**src/rtl/infrarojo_pkg.sv**
```systemverilog
// rtl/infrarojo_pkg.sv - shared types and defaults for the IR sensor debounce filter
package infrarojo_pkg;

  localparam int DEB_CYCLES_DEF = 100000;
  localparam int COUNT_W_DEF    = 16;
  localparam int CNT_W          = 20;

  typedef enum logic [1:0] {
    ST_LO   = 2'd0,
    PEND_HI = 2'd1,
    ST_HI   = 2'd2,
    PEND_LO = 2'd3
  } filt_state_e;

endpackage

```
**src/rtl/sync_2ff.sv**
```systemverilog
// rtl/sync_2ff.sv - two-flop synchroniser for a single asynchronous level
module sync_2ff (
  input  logic clk,
  input  logic rst,
  input  logic d,
  output logic q
);

  logic meta_q, meta_d;
  logic sync_q, sync_d;

  always_comb begin
    meta_d = d;
    sync_d = meta_q;
  end

  always_ff @(posedge clk or posedge rst) begin
    if (rst) begin
      meta_q <= 1'b0;
      sync_q <= 1'b0;
    end else begin
      meta_q <= meta_d;
      sync_q <= sync_d;
    end
  end

  assign q = sync_q;

endmodule

```
**src/rtl/infrarojo_filtro.sv**
```systemverilog
// rtl/infrarojo_filtro.sv - debounced IR sensor level with edge strobes, event counter and sticky irq
module infrarojo_filtro
  import infrarojo_pkg::*;
#(
  parameter int DEB_CYCLES = DEB_CYCLES_DEF,
  parameter int COUNT_W    = COUNT_W_DEF
) (
  input  logic               clk,
  input  logic               rst,
  input  logic               ising,
  input  logic               enable,
  input  logic               clr,
  output logic               osing,
  output logic               rise_pulse,
  output logic               fall_pulse,
  output logic [COUNT_W-1:0] count,
  output logic               irq
);

  // The entry into PEND_* already consumes one sample of the new level,
  // so the pending state finishes after DEB_CYCLES-1 further samples.
  localparam logic [CNT_W-1:0] DEB_LAST = CNT_W'(DEB_CYCLES > 1 ? DEB_CYCLES - 2 : 0);
  localparam bit               DEB_ONE  = (DEB_CYCLES == 1);

  logic s;

  filt_state_e        state_q, state_d;
  logic [CNT_W-1:0]   cnt_q, cnt_d;
  logic               osing_q, osing_d;
  logic               rise_q, rise_d;
  logic               fall_q, fall_d;
  logic [COUNT_W-1:0] count_q, count_d;
  logic               irq_q, irq_d;

  sync_2ff u_sync (
    .clk (clk),
    .rst (rst),
    .d   (ising),
    .q   (s)
  );

  always_comb begin
    state_d = state_q;
    cnt_d   = cnt_q;
    case (state_q)
      ST_LO: begin
        if (s) begin
          cnt_d   = '0;
          state_d = DEB_ONE ? ST_HI : PEND_HI;
        end
      end
      PEND_HI: begin
        if (!s) begin
          state_d = ST_LO;
          cnt_d   = '0;
        end else if (cnt_q == DEB_LAST) begin
          state_d = ST_HI;
          cnt_d   = '0;
        end else begin
          cnt_d = cnt_q + 1'b1;
        end
      end
      ST_HI: begin
        if (!s) begin
          cnt_d   = '0;
          state_d = DEB_ONE ? ST_LO : PEND_LO;
        end
      end
      PEND_LO: begin
        if (s) begin
          state_d = ST_HI;
          cnt_d   = '0;
        end else if (cnt_q == DEB_LAST) begin
          state_d = ST_LO;
          cnt_d   = '0;
        end else begin
          cnt_d = cnt_q + 1'b1;
        end
      end
      default: begin
        state_d = ST_LO;
        cnt_d   = '0;
      end
    endcase
  end

  always_comb begin
    osing_d = (state_d == ST_HI) || (state_d == PEND_LO);
    rise_d  = osing_d & ~osing_q;
    fall_d  = ~osing_d & osing_q;
  end

  // A counted rise wins over a simultaneous clear so the event is never lost.
  always_comb begin
    count_d = count_q;
    irq_d   = irq_q;
    if (clr) begin
      count_d = '0;
      irq_d   = 1'b0;
    end
    if (rise_q && enable) begin
      count_d = count_d + 1'b1;
      irq_d   = 1'b1;
    end
  end

  always_ff @(posedge clk or posedge rst) begin
    if (rst) begin
      state_q <= ST_LO;
      cnt_q   <= '0;
      osing_q <= 1'b0;
      rise_q  <= 1'b0;
      fall_q  <= 1'b0;
      count_q <= '0;
      irq_q   <= 1'b0;
    end else begin
      state_q <= state_d;
      cnt_q   <= cnt_d;
      osing_q <= osing_d;
      rise_q  <= rise_d;
      fall_q  <= fall_d;
      count_q <= count_d;
      irq_q   <= irq_d;
    end
  end

  assign osing      = osing_q;
  assign rise_pulse = rise_q;
  assign fall_pulse = fall_q;
  assign count      = count_q;
  assign irq        = irq_q;

endmodule

```
**config.mk**
```make
export PLATFORM = sky130hd
export DESIGN_NAME = infrarojo_filtro
export DESIGN_NICKNAME = d
export VERILOG_FILES = /design/src/rtl/infrarojo_pkg.sv /design/src/rtl/sync_2ff.sv /design/src/rtl/infrarojo_filtro.sv
export SDC_FILE = /design/constraint.sdc
export NUM_CORES = 1
export LEC_CHECK = 0
export CAP_MARGIN = 20
export CORE_ASPECT_RATIO = 0.7
export CORE_MARGIN = 3
export CORE_UTILIZATION = 55
export DETAILED_ROUTE_END_ITERATION = 7
export DONT_BUFFER_PORTS = 1
export GPL_ROUTABILITY_DRIVEN = 1
export MAX_ROUTING_LAYER = met4
export PLACE_DENSITY = 0.7
export SLEW_MARGIN = 20
export SYNTH_ARGS = -nofsm -noshare
export SYNTH_HDL_FRONTEND = slang
export SYNTH_SLANG_ARGS = --single-unit
export TNS_END_PERCENT = 30
```
**constraint.sdc**
```tcl
create_clock -name clk -period 2.4 [get_ports clk]
set_input_delay 0.72 -clock clk [delete_from_list [all_inputs] [get_ports clk]]
set_output_delay 0.72 -clock clk [all_outputs]
set_load 0.01 [all_outputs]
```
==> metrics.txt, run 1 <==
Buf+Inv Stages, Crit Path=0; Adder-Cell Fraction of Synth Area=1.715%; Crit path arrival time=2240 ps; port bufs=0; Max Cap Viol=0; Post-Synth Simple-Gate Area=about a quarter; chip height=58.78 microns; total clock sinks=44; syn nets=225; Iteration-0 DRC Markers=98; number of flops mapped to enable cells by yosys=0; post-CTS repair timing setup buffer count=0; Worst Skew=roughly 6.9 ps; period utilisation layout=86.83%; sequential share of the synthesized area=50.31%; Max-slew headroom=between 50% and 60%; Yosys Warn Count=0; Synth async-reset ratio=100.0%; synthesis-to-layout area growth=7.662%; die width=around 81 microns; Max Freq=0.4799 GHz; PD cells=554.4 nW/um^2; Crit. End Element=flip-flop; die area=4784 sq um; Final Hold Vio Count=0; Clock Latency Late Sink=290 ps; Worst Tran Pin Value=approximately 640 ps; unrepaired setup endpoints after global routing=no; clock root buffer=clkbuf_8; Peak VDD IR=419.7 uV; first-pass GRT wire length=slightly below 8000 microns; CP delay by family, top=simple AND/OR/NAND/NOR gates; cells along the critical path=nor4b_1 > and4b_4 > a311oi_2 > nor2_2 > o22ai_1; Synth Area in Compound Gates=approximately a tenth; min-delay worst type=flip-flop to flip-flop; ys flop type=dfrtp_1; Setup-failing EPs final=0; fraction of layout cells with a size suffix above 1=11.56%; filler instances=314; cell internal pwr=1.002 mW; mux contribution to synthesized area=1.429%; total grt overflow=0; CTS Buf Count=5; Mapped Cells=roughly 220; Clk pwr share=36.6%; synthesized area=2188 sq um; vias in the first global route=1632; xor-xnor portion of the synthesized cell area=8.805%; Critical Path RT=2550 ps; largest net degree at the start of global routing=45; run status=finished, final reports clean; WL final=4568 microns; critical path class=flip-flop to flip-flop; Fin Hold WS=357.8 ps; # rows=18; effective utilization at floorplan=between 50 and 60%; Crit Path Max Fanout=9; Tot GR Track Use=21.82%; NetSw=0.3044 mW; Leak Pwr=1.017 nW; ant diodes=0; Sequential Power Share=58.6%; NumNets Final=approximately 230; combinational cell fraction of total power=around 4.8%; switch share=23.30%; Top Ports=25; Post-Syn Area per Cell=10.08 sq um; H-tree depth=2; First-pass DRT Iterations=4; drt via density=5.909; gpl congestion=0.8739; TritonCTS clock tree=yes; DRC viols=0; Seq cells post-synth=between 40 and 50; DP Wirelength=3349 microns; initial antenna violation count=0; DR WL/cell=16.61 microns; # resized after CTS=0; fin. max-slew vios=0; Slowest-stage cell, CP=dfrtp_1; core area=3671 sq um; Final ANT Viol Nets=0; Reg clk slew, reported paths=90 ps; Hold-fix buffers, CTS=0; post-synth cell types=45; TNS Setup=0 ps; Setup crit start kind=flip-flop; vias=1625; Worst path max stage delay=450 ps; Max Root-Sink Buffers=2; largest family of logic cells by synthesized area=simple AND/OR/NAND/NOR gates; fin crit period=2084 ps
Yosys cell counts, types with 3 or more instances:
master,instances,share of area [%]
nor2_1,29,5.0
nand2b_1,4,1.1
dfrtp_1,44,50
nor2b_1,5,1.4
nor3_1,6,1.4
inv_1,9,1.5
nand4_1,11,3.1
and2_1,3,0.86
a21oi_1,5,1.1
xnor2_1,8,3.2
nand3_1,9,2.1
ha_1,3,1.7
xor2_1,14,5.6
nand2_1,15,2.6
o21ai_0,12,2.7
power groups by stage:
stage | Sequential (mW) | Combinational [mW] | Clock [mW]
floorplan | 0.777 | 0.0500 | 0
finish | 0.766 | 0.0624 | 0.478
detailed placement | 0.780 | 0.0632 | 0
CTS | 0.766 | 0.0637 | 0.482
global route | 0.769 | 0.0703 | 0.519
global placement | 0.780 | 0.0616 | 0
per-layer routing:
metal  global-route usage [%]  vias up  share of wire (%)
li1                         -      770                  -
met1                    30.32      803                 47
met2                    31.21       46                 44
met3                    7.034        6                7.3
met4                    5.060        0                1.2
met5                        -        -                  0
path summary, 6_finish.rpt:
kind | from | endpoint | slack [ps] | cells after the start
setup / recovery | cnt_q[12] | cnt_q[13] | 320 | 5
hold / removal | u_sync.meta_q | u_sync.q | 360 | 0
setup reg to reg | cnt_q[12] | cnt_q[13] | 320 | 5
hold reg to reg | u_sync.meta_q | u_sync.q | 360 | 0
max in group asynchronous | rst | count[11] | 1580 | 2
min in group asynchronous | rst | count[14] | 450 | 2
layout by cell type (no fill, tap or decap), drive strengths merged, types with 4 or more instances in the layout:
cell type,count
nor2,30
clkbuf,6
nand3,9
inv,9
nand4,12
nand2b,4
a21oi,5
nand2,15
nor3,6
buf,4
xor2,14
o21ai,13
xnor2,8
dfrtp,44
nor2b,5
metrics by stage:
step           instances  instance area (sq um)  total power [mW]  util (%)  worst slack [ps]
2_1_floorplan        217                   2188            0.8268         -             146.9
3_3_place_gp         267                   2263            0.8415     61.66             322.1
3_5_place_dp         267                   2263            0.8435     61.66             228.8
4_1_cts              275                   2356             1.312     64.18             315.4
5_1_grt              275                   2356             1.359     64.18             129.1
6_report             275                   2356             1.306     64.18             316.2
state kept, by name, indices dropped and copies added (netlist names):
| name | flops |
|---|---|
| fall_pulse | 1 |
| u_sync.meta_q | 1 |
| rise_pulse | 1 |
| irq | 1 |
| u_sync.q | 1 |
| cnt_q | 20 |
| osing | 1 |
| state_q | 2 |
| count | 16 |
area by class of cell:
| type | instances | area [sq um] | area share, % |
|---|---|---|---|
| Clock buffer | 6 | 82.58 | 3.505 |
| Clock inverter | 2 | 10.01 | 0.4249 |
| Inverter | 9 | 33.78 | 1.434 |
| Multi-Input combinational cell | 160 | 1036 | 43.97 |
| Sequential cell | 44 | 1101 | 46.73 |
| Tap cell | 50 | 62.56 | 2.655 |
| Timing Repair Buffer | 4 | 30.03 | 1.275 |
kinds of logic after synthesis:
| group | count (synthesis) |
|---|---|
| and+or+nand+nor | 101 |
| DFF | 44 |
| AOI/OAI and AO/OA | 31 |
| xor gates and xnor gates | 22 |
| buffers and inverters | 13 |
| muxes | 3 |
| adders and majority gates | 3 |
Note: power is estimated with default switching activity, not from simulation.
==> inputs of run 2 (changes only) <==
--- a/config.mk
+++ b/config.mk
@@ -5,15 +5,14 @@
 export SDC_FILE = /design/constraint.sdc
 export NUM_CORES = 1
 export LEC_CHECK = 0
-export CAP_MARGIN = 20
+export CAP_MARGIN = 10
 export CORE_ASPECT_RATIO = 0.7
 export CORE_MARGIN = 3
-export CORE_UTILIZATION = 55
+export CORE_UTILIZATION = 35
 export DETAILED_ROUTE_END_ITERATION = 7
 export DONT_BUFFER_PORTS = 1
 export GPL_ROUTABILITY_DRIVEN = 1
 export MAX_ROUTING_LAYER = met4
-export PLACE_DENSITY = 0.7
 export SLEW_MARGIN = 20
 export SYNTH_ARGS = -nofsm -noshare
 export SYNTH_HDL_FRONTEND = slang
==> metrics.txt, run 2 (same netlist as run 1, synthesis figures left out) <==
largest register by flop count=cnt_q; Reg clk slew, reported paths=80 ps (about the same); unrepaired setup endpoints after global routing=no; effective utilization at floorplan=37.28% (-22 points); Max Cap Viol=0 (unchanged); core area=5871 sq um (+60%); RR Startpoint=cnt_q[2]; TritonCTS clock tree=yes; fin. max-slew vios=0 (unchanged); Max-slew headroom=64.30% (+7.0 points); # rows=23 (+5); largest net degree at the start of global routing=23 (-49%); filler instances=599 (+91%); vias in the first global route=1567 (-4.0%); Iteration-0 DRC Markers=85 (-13%); Worst Tran Pin Value=534.5 ps (-104.3 ps); chip height=72.16 microns (+23%); gpl congestion=0.8185 (-6.3%); Leak Pwr=1.035 nW (+1.7%); Crit path arrival time=2260 ps (+20 ps); Finished Core Util=41.30% (-23 points); die area=7252 sq um (+52%); register area=1101 sq um (unchanged); Crit path top cell by count=nand3_1; ant diodes=0 (unchanged); placed cell area=2317 sq um (+2.4%); Crit. End Element=flip-flop; Critical R2R Capture=cnt_q[15]; critical path class=flip-flop to flip-flop; Finished Layout Cells=303 (+10%); most common cell after layout, fill and taps aside=dfrtp_1; run status=finished, final reports clean; Final Hold Vio Count=0 (unchanged); total power=1.381 mW (+5.8%); Buf+Inv Stages, Crit Path=0 (unchanged); First-pass DRT Iterations=4 (unchanged); area of the multi-input gates=1036 sq um (unchanged); Setup-failing EPs final=0 (unchanged); clock root buffer=clkbuf_8; Slowest-stage cell, CP=or4_4; first-pass GRT wire length=7790 microns (+0.72%); NumNets Final=235 (+1.3%); Crit Path Max Fanout=7 (-2); synthesis-to-layout area growth=10.81%; max FFs per register=20 (unchanged); TNS Setup=0 ps (unchanged); min-delay worst type=primary input to asynchronous set/reset pin; Peak VDD IR=270.7 uV (-35%); die width=100.5 microns (+23%); r2r worst-path depth=5 (unchanged); period utilisation layout=85.11% (-1.7 points); most frequent cells in the layout=44 x dfrtp_1, 29 x nor2_1, 15 x nand2_1; Setup crit start kind=flip-flop; Most Crowded Layer GR=met1; Final ANT Viol Nets=0 (unchanged); Top Ports=25 (unchanged); vias=1546 (-4.9%); Max Freq=0.4895 GHz (+2.0%); Worst Skew=7.096 ps (+0.1778 ps); DRC viols=0 (unchanged); fin crit period=2043 ps (-41.10 ps); cells along the critical path=nand3_1 > nor3_1 > nand3_1 > or4_4 > o21ai_2; Fin Hold WS=321.9 ps (-35.85 ps); post-CTS repair timing setup buffer count=0 (unchanged); H-tree depth=2 (unchanged); # resized after CTS=0 (unchanged); total grt overflow=0 (unchanged); Tot GR Track Use=13.91% (-7.9 points); pre-CTS setup slack=189.4 ps (-39.41 ps); PD cells=569.7 nW/um^2 (+2.8%); Final Instance Area=2425 sq um (+2.9%); total clock sinks=44 (unchanged); reg2reg setup slack=360 ps (+40 ps); DP Wirelength=3329 microns (-0.60%); Hold-fix buffers, CTS=0 (unchanged); Clock Latency Late Sink=290 ps (about the same); WL final=4503 microns (-1.4%); met1 GRT Util=20.43% (-9.9 points); GRT met2 Usage=18.80% (-12 points); Max Root-Sink Buffers=2 (unchanged); DR WL/cell=14.86 microns (-11%); CTS Buf Count=5 (unchanged); port bufs=0 (unchanged); CP delay by family, top=simple AND/OR/NAND/NOR gates; Worst path max stage delay=530 ps (+80 ps); Post-Place Cells=295 (+10%); fraction of layout cells with a size suffix above 1=12.72% (+1.2 points); initial antenna violation count=0 (unchanged); drt via density=5.102 (-14%); fin worst setup slack=357.3 ps (+41.09 ps); GR Util met3=4.035% (-3.0 points); Critical Path RT=2620 ps (+70 ps)
-- run 2: cell count changes in the layout (fill, tap and decap cells not counted), sizes merged --
| cell | delta |
|---|---|
| clkinv | -1 |
| buf | +3 |
| bufinv | +1 |
-- run 2: worst register-to-register path, cell delays in order (launching register included) --
cell and delay, ps:
dfrtp_1 450, nand3_1 270, nor3_1 410, nand3_1 250, or4_4 530, o21ai_2 70
-- run 2: report_power, final --
part	internal [mW]	switching, mW
logic	0.0238	0.0419
registers	0.752	0.0157
clock network	0.309	0.239
-- run 2: area by class of cell --
| class | instances | area share (%) |
|---|---|---|
| Clock buffer | 6 | 2.993 |
| Clock inverter | 2 | 1.445 |
| Inverter | 9 | 1.393 |
| Multi-Input combinational cell | 160 | 42.72 |
| Sequential cell | 44 | 45.41 |
| Tap cell | 75 | 3.870 |
| Timing Repair Buffer | 7 | 2.167 |
-- run 2: how the worst max path moves through the flow --
| stage | from | end | slack, ps | cells past startpoint |
|---|---|---|---|---|
| finish | cnt_q[2] | cnt_q[15] | 360 | 5 |
| CTS | cnt_q[2] | cnt_q[15] | 380 | 5 |
| global placement | clr | count[10] | 260 | 8 |
| global route | cnt_q[2] | cnt_q[15] | 170 | 5 |
| floorplan | clr | count[12] | 150 | 7 |
| detailed placement | clr | count[10] | 190 | 8 |
-- run 2: routing by layer --
layer	routed length, microns	vias up
met5	0	-
met4	30	0
met3	163	4
met2	1889	23
met1	2420	733
li1	-	786
==> inputs of run 3 (changes only) <==
--- a/config.mk
+++ b/config.mk
@@ -6,6 +6,8 @@
 export NUM_CORES = 1
 export LEC_CHECK = 0
 export CAP_MARGIN = 10
+export CELL_PAD_IN_SITES_DETAIL_PLACEMENT = 0
+export CELL_PAD_IN_SITES_GLOBAL_PLACEMENT = 1
 export CORE_ASPECT_RATIO = 0.7
 export CORE_MARGIN = 3
 export CORE_UTILIZATION = 35
@@ -13,6 +15,7 @@
 export DONT_BUFFER_PORTS = 1
 export GPL_ROUTABILITY_DRIVEN = 1
 export MAX_ROUTING_LAYER = met4
+export PLACE_DENSITY_LB_ADDON = 0.1
 export SLEW_MARGIN = 20
 export SYNTH_ARGS = -nofsm -noshare
 export SYNTH_HDL_FRONTEND = slang
==> metrics.txt, run 3 (same netlist as run 1, synthesis figures left out) <==
core area=5871 sq um (unchanged); Reg clk slew, reported paths=90 ps (about the same); Tot GR Track Use=14.64% (+0.73 points); most frequent cells in the layout=44 x dfrtp_1, 29 x nor2_1, 15 x nand2_1; drt via density=5.224 (+2.4%); Critical Path RT=2620 ps (about the same); Final Instance Area=2451 sq um (+1.1%); vias=1583 (+2.4%); ant diodes=0 (unchanged); # rows=23 (unchanged); fraction of layout cells with a size suffix above 1=12.72% (unchanged); Setup crit start kind=flip-flop; fin worst setup slack=340.0 ps (-17.29 ps); port bufs=0 (unchanged); total power=1.439 mW (+4.1%); total grt overflow=0 (unchanged); TritonCTS clock tree=yes; unrepaired setup endpoints after global routing=no; H-tree depth=2 (unchanged); Final ANT Viol Nets=0 (unchanged); total clock sinks=44 (unchanged); post-CTS repair timing setup buffer count=0 (unchanged); fin. max-slew vios=0 (unchanged); Final Hold Vio Count=0 (unchanged); DRC viols=0 (unchanged); clock root buffer=clkbuf_8; WL final=4799 microns (+6.6%); period utilisation layout=85.83% (+0.72 points); fin crit period=2060 ps (+17.29 ps); most common cell after layout, fill and taps aside=dfrtp_1; First-pass DRT Iterations=4 (unchanged); synthesis-to-layout area growth=12.01%; Crit Path Max Fanout=7 (unchanged); Leak Pwr=1.043 nW (+0.81%); Max-slew headroom=52.75% (-12 points); max FFs per register=20 (unchanged); Clock Latency Late Sink=290 ps (about the same); Hold-fix buffers, CTS=0 (unchanged); DR WL/cell=15.84 microns (+6.6%); effective utilization at floorplan=37.28% (unchanged); Post-Place Cells=295 (unchanged); Peak VDD IR=264.1 uV (-2.5%); Finished Core Util=41.75% (+0.45 points); Iteration-0 DRC Markers=75 (-12%); Max Root-Sink Buffers=2 (unchanged); Fin Hold WS=236.3 ps (-85.60 ps); Finished Layout Cells=303 (unchanged); min-delay worst type=primary input to asynchronous set/reset pin; Crit. End Element=flip-flop; Top Ports=25 (unchanged); NumNets Final=235 (unchanged); Worst Tran Pin Value=707.4 ps (+172.9 ps); Max Freq=0.4854 GHz (-0.84%); CTS Buf Count=5 (unchanged); # resized after CTS=0 (unchanged); chip height=72.16 microns (unchanged); Max Cap Viol=0 (unchanged); DP Wirelength=3491 microns (+4.9%); largest register by flop count=cnt_q; die width=100.5 microns (unchanged); critical path class=flip-flop to flip-flop; Setup-failing EPs final=0 (unchanged); vias in the first global route=1546 (-1.3%); gpl congestion=0.8335 (+1.8%); filler instances=571 (-4.7%); initial antenna violation count=0 (unchanged); first-pass GRT wire length=8155 microns (+4.7%); pre-CTS setup slack=203.9 ps (+14.42 ps); Worst Skew=5.526 ps (-1.570 ps); run status=finished, final reports clean; largest net degree at the start of global routing=36 (+57%); Crit path arrival time=2280 ps (+20 ps); die area=7252 sq um (unchanged); placed cell area=2330 sq um (+0.54%); TNS Setup=0 ps (unchanged); PD cells=587.0 nW/um^2 (+3.0%)
[run 3: changes by cell type in the layout (fill, tap and decap cells not counted)]
cell	previous run	this run
buf_4	7	6
clkinv_2	1	0
inv_2	1	0
clkbuf_1	1	0
clkinv_1	0	1
buf_12	0	1
clkinv_4	0	1
clkbuf_8	5	6
[run 3: area by class of cell]
class / count / area, sq um / share of cell area [%]
timing repair buffer: 7 / 65.06 / 2.654
tap: 75 / 93.84 / 3.828
sequential: 44 / 1101 / 44.92
clock buffer: 6 / 82.58 / 3.369
inverter: 9 / 33.78 / 1.378
clock inverter: 2 / 38.79 / 1.582
multi-input combinational: 160 / 1036 / 42.27
[run 3: metal layers]
metal | wire [microns] | up-vias | global-route usage [%]
met5 | 0 | - | -
met4 | 25 | 0 | 2.691
met3 | 312 | 4 | 4.323
met2 | 1919 | 38 | 18.94
met1 | 2541 | 761 | 22.47
li1 | - | 780 | -
[run 3: path summary, 6_finish.rpt]
path | start | to | slack (ps) | cells after the start
min reg2reg | u_sync.meta_q | u_sync.q | 380 | 0
max | cnt_q[0] | cnt_q[2] | 340 | 7
max in group asynchronous | rst | state_q[0] | 1690 | 2
max reg2reg | cnt_q[0] | cnt_q[2] | 340 | 7
min in group clk | u_sync.meta_q | u_sync.q | 380 | 0
min | rst | count[2] | 240 | 1
[run 3: power by group]
part / internal, mW / total [mW] / switching [mW]
sequential: 0.752 / 0.768 / 0.0165
combinational: 0.0256 / 0.0703 / 0.0448
clock: 0.341 / 0.600 / 0.260
total: 1.12 / 1.44 / 0.321
[run 3: worst max-delay path, stage by stage (launching register included)]
cell      delay (ps)
dfrtp_1          440
inv_1             60
ha_1             200
and4b_4          200
a311oi_2         630
buf_4            240
nand2b_1          60
a31oi_1          150
